[src/rtl/spi_shift_engine.sv]
// rtl/spi_shift_engine.sv - full-duplex SPI master shift engine
// Generates SCLK from clk with a programmable divider; supports CPOL/CPHA modes and bit ordering.
module spi_shift_engine #(
  parameter int DATA_W = 32,
  parameter int CNT_W  = $clog2(DATA_W + 1),
  parameter int DIV_W  = 8
) (
  input  logic              clk,
  input  logic              reset_n,
  input  logic              start,
  input  logic [DATA_W-1:0] tx_data,
  input  logic [CNT_W-1:0]  len,
  input  logic [DIV_W-1:0]  clk_div,
  input  logic              cpol,
  input  logic              cpha,
  input  logic              lsb_first,
  input  logic              miso,
  output logic              busy,
  output logic              done,
  output logic [DATA_W-1:0] rx_data,
  output logic              sclk,
  output logic              mosi
);

  localparam int IDX_W = (DATA_W > 1) ? $clog2(DATA_W) : 1;
  localparam logic [CNT_W-1:0] LEN_MAX = CNT_W'(DATA_W);

  typedef enum logic [1:0] {S_IDLE, S_RUN, S_DONE} state_t;

  state_t            r_state;
  logic [DATA_W-1:0] r_tx;
  logic [DATA_W-1:0] r_rx;
  logic [CNT_W-1:0]  r_len;
  logic [DIV_W-1:0]  r_div;
  logic [DIV_W-1:0]  r_div_cnt;
  logic [CNT_W:0]    r_half;
  logic              r_cpol;
  logic              r_cpha;
  logic              r_lsb;

  // Position in the word of transfer bit b, given the ordering and length.
  function automatic logic [IDX_W-1:0] f_idx(input logic lsb, input logic [CNT_W-1:0] n,
                                             input logic [CNT_W-1:0] b);
    logic [CNT_W-1:0] v;
    v = lsb ? b : (n - b - CNT_W'(1));
    return v[IDX_W-1:0];
  endfunction

  logic [CNT_W-1:0]  w_len_in;
  logic [IDX_W-1:0]  w_idx_first;
  logic [CNT_W-1:0]  w_bit;
  logic [IDX_W-1:0]  w_idx_cur;
  logic [IDX_W-1:0]  w_idx_nxt;
  logic [CNT_W:0]    w_half_last;
  logic              w_tick;
  logic              w_lead;
  logic              w_last;
  logic              w_sample;
  logic              w_drive_lead;
  logic              w_drive_trail;
  logic [DATA_W-1:0] w_rx_next;

  assign w_len_in      = (len == '0 || len > LEN_MAX) ? LEN_MAX : len;
  assign w_idx_first   = f_idx(lsb_first, w_len_in, '0);
  assign w_bit         = r_half[CNT_W:1];
  assign w_idx_cur     = f_idx(r_lsb, r_len, w_bit);
  assign w_idx_nxt     = f_idx(r_lsb, r_len, w_bit + CNT_W'(1));
  assign w_half_last   = {r_len, 1'b0} - (CNT_W+1)'(1);
  assign w_tick        = (r_div_cnt == r_div);
  assign w_lead        = ~r_half[0];
  assign w_last        = w_tick && (r_half == w_half_last);
  assign w_sample      = w_tick && (w_lead != r_cpha);
  assign w_drive_lead  = w_tick && w_lead && r_cpha;
  // In CPHA=0 the first bit is already on mosi, so trailing edges present the following bit.
  assign w_drive_trail = w_tick && !w_lead && !r_cpha && !w_last;

  always_comb begin
    w_rx_next = r_rx;
    if (w_sample) w_rx_next[w_idx_cur] = miso;
  end

  always_ff @(posedge clk or negedge reset_n) begin
    if (!reset_n) begin
      r_state   <= S_IDLE;
      r_tx      <= '0;
      r_rx      <= '0;
      r_len     <= '0;
      r_div     <= '0;
      r_div_cnt <= '0;
      r_half    <= '0;
      r_cpol    <= 1'b0;
      r_cpha    <= 1'b0;
      r_lsb     <= 1'b0;
      busy      <= 1'b0;
      done      <= 1'b0;
      rx_data   <= '0;
      sclk      <= 1'b0;
      mosi      <= 1'b0;
    end else begin
      case (r_state)
        S_IDLE: begin
          sclk <= cpol;
          busy <= 1'b0;
          done <= 1'b0;
          if (start) begin
            r_tx      <= tx_data;
            r_rx      <= '0;
            r_len     <= w_len_in;
            r_div     <= clk_div;
            r_div_cnt <= '0;
            r_half    <= '0;
            r_cpol    <= cpol;
            r_cpha    <= cpha;
            r_lsb     <= lsb_first;
            busy      <= 1'b1;
            r_state   <= S_RUN;
            if (!cpha) mosi <= tx_data[w_idx_first];
          end
        end
        S_RUN: begin
          r_rx <= w_rx_next;
          if (w_tick) begin
            r_div_cnt <= '0;
            sclk      <= ~sclk;
            r_half    <= r_half + (CNT_W+1)'(1);
            if (w_drive_lead) mosi <= r_tx[w_idx_cur];
            else if (w_drive_trail) mosi <= r_tx[w_idx_nxt];
            if (w_last) begin
              busy    <= 1'b0;
              done    <= 1'b1;
              rx_data <= w_rx_next;
              r_state <= S_DONE;
            end
          end else begin
            r_div_cnt <= r_div_cnt + DIV_W'(1);
          end
        end
        S_DONE: begin
          done    <= 1'b0;
          sclk    <= r_cpol;
          r_state <= S_IDLE;
        end
        default: r_state <= S_IDLE;
      endcase
    end
  end

endmodule

[config.mk]
export PLATFORM = sky130hd
export DESIGN_NAME = spi_shift_engine
export DESIGN_NICKNAME = d
export VERILOG_FILES = /design/src/rtl/spi_shift_engine.sv
export SDC_FILE = /design/constraint.sdc
export NUM_CORES = 1
export LEC_CHECK = 0
export ABC_AREA = 1
export BUFFER_PORTS_ARGS = -buffer_cell sky130_fd_sc_hd__buf_2
export CORE_ASPECT_RATIO = 1.1
export CORE_UTILIZATION = 38
export DETAILED_ROUTE_END_ITERATION = 6
export PLACE_DENSITY_LB_ADDON = 0.25
export REMOVE_ABC_BUFFERS = 1
export SETUP_SLACK_MARGIN = 0.2
export SLEW_MARGIN = 20
export SYNTH_ARGS = -nofsm -noshare
export SYNTH_HDL_FRONTEND = slang
export SYNTH_SLANG_ARGS = --single-unit
[constraint.sdc]
create_clock -name clk -period 3.06 [get_ports clk]
set_input_delay 0.459 -clock clk [delete_from_list [all_inputs] [get_ports clk]]
set_output_delay 0.459 -clock clk [all_outputs]
set_load 0.02 [all_outputs]
; Word level (Yosys, flattened, before mapping)
; Cells that the tools add are included.
[word_totals]
ff_bits = 134
word_cells = 108
output_inout_bits = 36
[op_classes]
muxes = 41
reduce_logical = 26
magnitude_cmp = 5
n_bitwise = 2
n_addsub = 9
n_eq_ne = 10
[ops]
columns = operator, count
row1 = 32-bit two-way mux, 2
row2 = 32-bit one-hot mux with 2 select lines, 1
row3 = 32-bit bitwise mux, 1
row4 = "5-bit by 6-bit < comparator with 1-bit output, second input constant", 3
row5 = 8-bit two-way mux, 2
row6 = 8-bit one-hot mux with 2 select lines, 1
row7 = 1-bit binary-select mux with 5-bit select, 3
row8 = 1-bit two-way mux, 15
row9 = 5-bit two-way mux, 3
row10 = 3-bit AND reduction, 5
row11 = "5-bit by 1-bit subtractor with 5-bit output, second input constant", 3
row12 = 7-bit two-way mux, 2
row13 = 7-bit one-hot mux with 2 select lines, 1
row14 = 5-bit subtractor, 2
row15 = "8-bit by 1-bit adder with 8-bit output, second input constant", 1
row16 = 8-bit == test, 1
row17 = 1-bit logical AND, 8
row18 = "2-bit != test, second input constant", 4
row19 = "7-bit by 1-bit adder with 7-bit output, second input constant", 1
row20 = 7-bit == test, 1
row21 = "7-bit by 1-bit subtractor with 7-bit output, second input constant", 1
row22 = "6-bit > comparator, second input constant", 1
row23 = 6-bit logical NOT, 1
row24 = 2-bit two-way mux, 3
row25 = other kinds (20), 27

; Longest topological paths before layout
[logic_depth]
depth_word = 10
mapped_depth = 20
depth_no_buf = 20

; Least setup slack after synthesis
; OpenSTA, ideal clock, no wires.
[synth_timing]
kind = reg2reg
from = reg r_half[1]
to = reg mosi
path_stages_with_launch = 18
n_path_buf = 0
setup_slack_ns = 0.715
period_less_slack_ns = 2.345
setup_ns = 0.077
arrival_ns = 2.268
cell_sequence = dfrtp_1 > inv_1 > ha_1 > inv_1 > fa_1 > o21ai_2 > nand2_1 > nor2_1 > nor2_1 > nand2_1 > nand2_1 > nor2_1 > nor2_1 > nand2_1 > nor2_1 > nor2_1 > nor2_1 > a21oi_1
[synth_via]
elab_chain_len = 10
elab_cells_between_ends = 21
[synth_lines]
columns = item, line_no
row1 = start: declaration, 36  ; logic [CNT_W:0] r_half;
row2 = start signal: assignment, 125  ; r_half <= r_half + (CNT_W+1)'(1);
row3 = 5-bit by 1-bit adder with 5-bit output, 67  ; assign w_idx_nxt = f_idx(r_lsb, r_len, w_bit + CNT_W'(1));
row4 = 5-bit subtractor, 45  ; v = lsb ? b : (n - b - CNT_W'(1));
row5 = 5-bit by 1-bit subtractor with 5-bit output, 45
row6 = 5-bit two-way mux, 45
row7 = 1-bit binary-select mux with 5-bit select, 127  ; else if (w_drive_trail) mosi <= r_tx[w_idx_nxt];
row8 = 1-bit two-way mux (not written as such), 127
row9 = 1-bit two-way mux, 127
row10 = 1-bit two-way mux, 126  ; if (w_drive_lead) mosi <= r_tx[w_idx_cur];
row11 = 1-bit two-way mux, 122  ; if (w_tick) begin
row12 = 1-bit one-hot mux with 2 select lines, 100  ; case (r_state)
row13 = end signal: assignment, 117  ; if (!cpha) mosi <= tx_data[w_idx_first];
row14 = end signal: assignment, 126
row15 = end signal: assignment, 127
row16 = end: declaration, 22  ; output logic mosi
; Several ways; a longest one is shown, not always the timed one. The select of a mux whose other input is x is not followed.
; A chain may end at the register's enable or synchronous reset.

; Worst setup path in the final report
; Same ends and word-level chain as after synthesis.

==> metrics <==
worst path required time between 3 and 4 ns; register area share after synthesis 0.421; fmax 375 MHz; CP Max Fanout 9; synthesized area about 8000 µm²; Unique masters post-synth 37; crit-path leading delay family simple AND/OR/NAND/NOR gates; final hold vios 0; first-pass GRT wire length 35400 µm; M1 GR Usage 0.277; post-detail-place hpwl 15500 µm; Adder-Cell Fraction of Synth Area 0.0301; Via density approximately 5; Reg clk slew, reported paths 0.06 ns; Crit path largest cell delay ~0.49 ns; Critical Path Source Type flip-flop; buffers added on ports 88; Hold Crit Class in -> async; CTS tree built; Slew @ Worst Pin approximately 0.9 ns; final instance area 9450 µm²; Synth top cells by count 381 x nand2_1, 134 x dfrtp_1, 122 x inv_1, 105 x nand3_1, 101 x o21ai_0; Avg Synthesized Cell Area just over 7 µm²; Post-route DRC 0; Antenna Nets Post-Route 0; dpl cell area 8670 µm²; XOR/XNOR Fraction of Synth Area 0.0143; Die Width 140 µm; top cells by area, synth dfrtp_1 42%, nand2_1 18%, nand3_1 6.6%; share of cells above drive strength 1 0.161; Clock Latency Late Sink 0.43 ns; prevailing post-synth register cell dfrtp_1; WP data arrival 2.98 ns; met3 Track Usage GR 0.0321; slowest stage cell, crit path fa_1; total negative slack 0 ns; Core Rows 55; max-slew violations 0; multiplexer share of the synthesized area 0; Layout area overhead 18.5%; post-synthesis simple-gate area fraction 0.323; CTS root buf clkbuf_16; Max VDD drop 0.000460 V; count leader, synth nand2_1; critical path class reg -> reg; Final Setup Violations 0; Pre-antenna DRT Iters 5; Antenna diodes 0; status complete, no violations; max_slew headroom 0.390; die area 21600 µm²; critical path's most frequent cell nand2_1; Synth Instances 1120; drt first-iter violations about 550; Boundary Pins 89; ordered cell list for the critical path inv_2 > ha_1 > inv_1 > fa_1 > nand2_1 > nand2_4 > nand2_2 > inv_1 > a22oi_1 > nand2_1 > nand3_1 > nand2_1 > nor2_2 > nor2_1 > nor2_1 > a21oi_1; initial core utilization 0.387; grt met2 use 0.345; final clock skew between 0.008 and 0.009 ns; CP bufs+invs 3; core area 20600 µm²; Ys Warns 0; final core occ 0.459; initial antenna violation count 0; clock sinks approximately 130; Final WS setup 0.390 ns; area leader, netlist dfrtp_1; TritonCTS Buffers 17; power per cell area 978 nW/µm²; Worst Setup Slack post-DPL 0.303 ns; combinational family with the most area after synthesis simple AND/OR/NAND/NOR gates; H-tree depth 4; Inst Count DP 1442; total gr overflow 0; fin crit period 2.67 ns; Seq cells post-synth 134; clock tree buffer depth 2; FFs w/ async S/R, synth 1.00; P_leak 4.78 nW; Die Ht 154 µm; Fillers 2073; routed wire length 21200 µm; Finished Layout Cells approximately 1500; Max Cap Viol 0; gp weighted congestion 0.893; Post-synth EDFFs 0; NumNets Final 1285; Vias between 7000 and 8000; largest net degree at the start of global routing 62; RSZ-0062 raised after global routing no; gr usage total 0.209; Synth Area in Compound Gates 0.118; Avg WL per Cell 14.3 µm; Tcrit/Tclk final 0.873; Setup crit end kind flip-flop; GR peak layer met2; number of global-route vias before repair 6993; Synth top area share 0.421
==> report_power, final <==
group	total (W)	switching (W)	internal, W
combinational	0.00433	0.00291	0.00142
sequential	0.00263	0.000395	0.00224
clock	0.00228	0.000767	0.00151
==> metal layers <==
layer  wire length [µm]  vias to the layer above
met2              10100                      186
met3                806                       30
li1                   -                     3797
met1               9940                     3415
met4                399                        0
met5                  0                        -
==> worst register-to-register path, cell delays in order, from the launching register on <==
cell and delay, ns:
dfrtp_2 0.45, inv_2 0.10, ha_1 0.16, inv_1 0.05
fa_1 0.49, nand2_1 0.14, nand2_4 0.11, nand2_2 0.12
inv_1 0.10, a22oi_1 0.20, nand2_1 0.12, nand3_1 0.08
nand2_1 0.06, nor2_2 0.14, nor2_1 0.07, nor2_1 0.09
a21oi_1 0.07
==> through the flow <==
| stage | power, W | hold WS (ns) |
|---|---|---|
| after detailed placement | 0.00681 | 0.462 |
| after global placement | 0.00677 | 0.458 |
| after floorplan | 0.00551 | 0.163 |
| final | 0.00924 | 0.0108 |
| after global routing | 0.00999 | 0.0582 |
| after CTS | 0.00913 | 0.0227 |
==> registers in the layout, summed over array words and instances, names as in the netlist <==
signal     flops
rx_data       32
r_cpha         1
r_lsb          1
r_half         7
busy           1
r_state        2
r_rx          32
sclk           1
r_cpol         1
mosi           1
r_div_cnt      8
r_len          6
r_tx          32
done           1
r_div          8
==> layout make-up <==
cell class,instances,area (µm²),share of cell area
tap,256,320,0.0339
inverter,134,503,0.0533
multi-input combinational,809,3920,0.415
timing repair buffer,118,684,0.0725
clock buffer,24,522,0.0552
clock inverter,7,139,0.0147
sequential,134,3360,0.355
==> cells by family (layout without fill, tap and decap cells) <==
group / after synthesis / after routing
adders and majority gates: 18 / 18
and+or+nand+nor: 601 / 601
buffers and inverters: 177 / 283
xor gates and xnor gates: 13 / 13
DFF: 134 / 134
AOI/OAI and AO/OA: 177 / 177
==> final timing paths <==
path | start | to | cells past startpoint | slack [ns]
hold / removal | reset_n | rx_data[27]$_DFFE_PN0P_ | 1 | 0.01
min in group clk | clk_div[4] | r_div[4]$_DFFE_PN0P_ | 3 | 0.22
hold reg to reg | rx_data[13]$_DFFE_PN0P_ | rx_data[13]$_DFFE_PN0P_ | 2 | 0.47
setup / recovery | r_half[1]$_DFFE_PN0P_ | mosi$_DFFE_PN0P_ | 16 | 0.39
max in group asynchronous | reset_n | r_div_cnt[4]$_DFFE_PN0P_ | 2 | 2.27
setup reg to reg | r_half[1]$_DFFE_PN0P_ | mosi$_DFFE_PN0P_ | 16 | 0.39
==> what timing repair did <==
item / CTS / global route
resized for setup: 0 / 13
hold buffers: 0 / 0
endpoints found under the setup margin: 0 / 45
setup buffers: 0 / 9
==> placed cells by master (no fill, tap or decap), types with 17 or more instances in the layout <==
master	n
clkbuf_16	17
inv_1	121
buf_2	87
nor2_1	62
nand3_1	105
dfrtp_1	132
nand2_1	378
a21oi_1	35
o21ai_0	101
nand4_1	23
buf_4	29
Power figures use the tool's default switching activity.
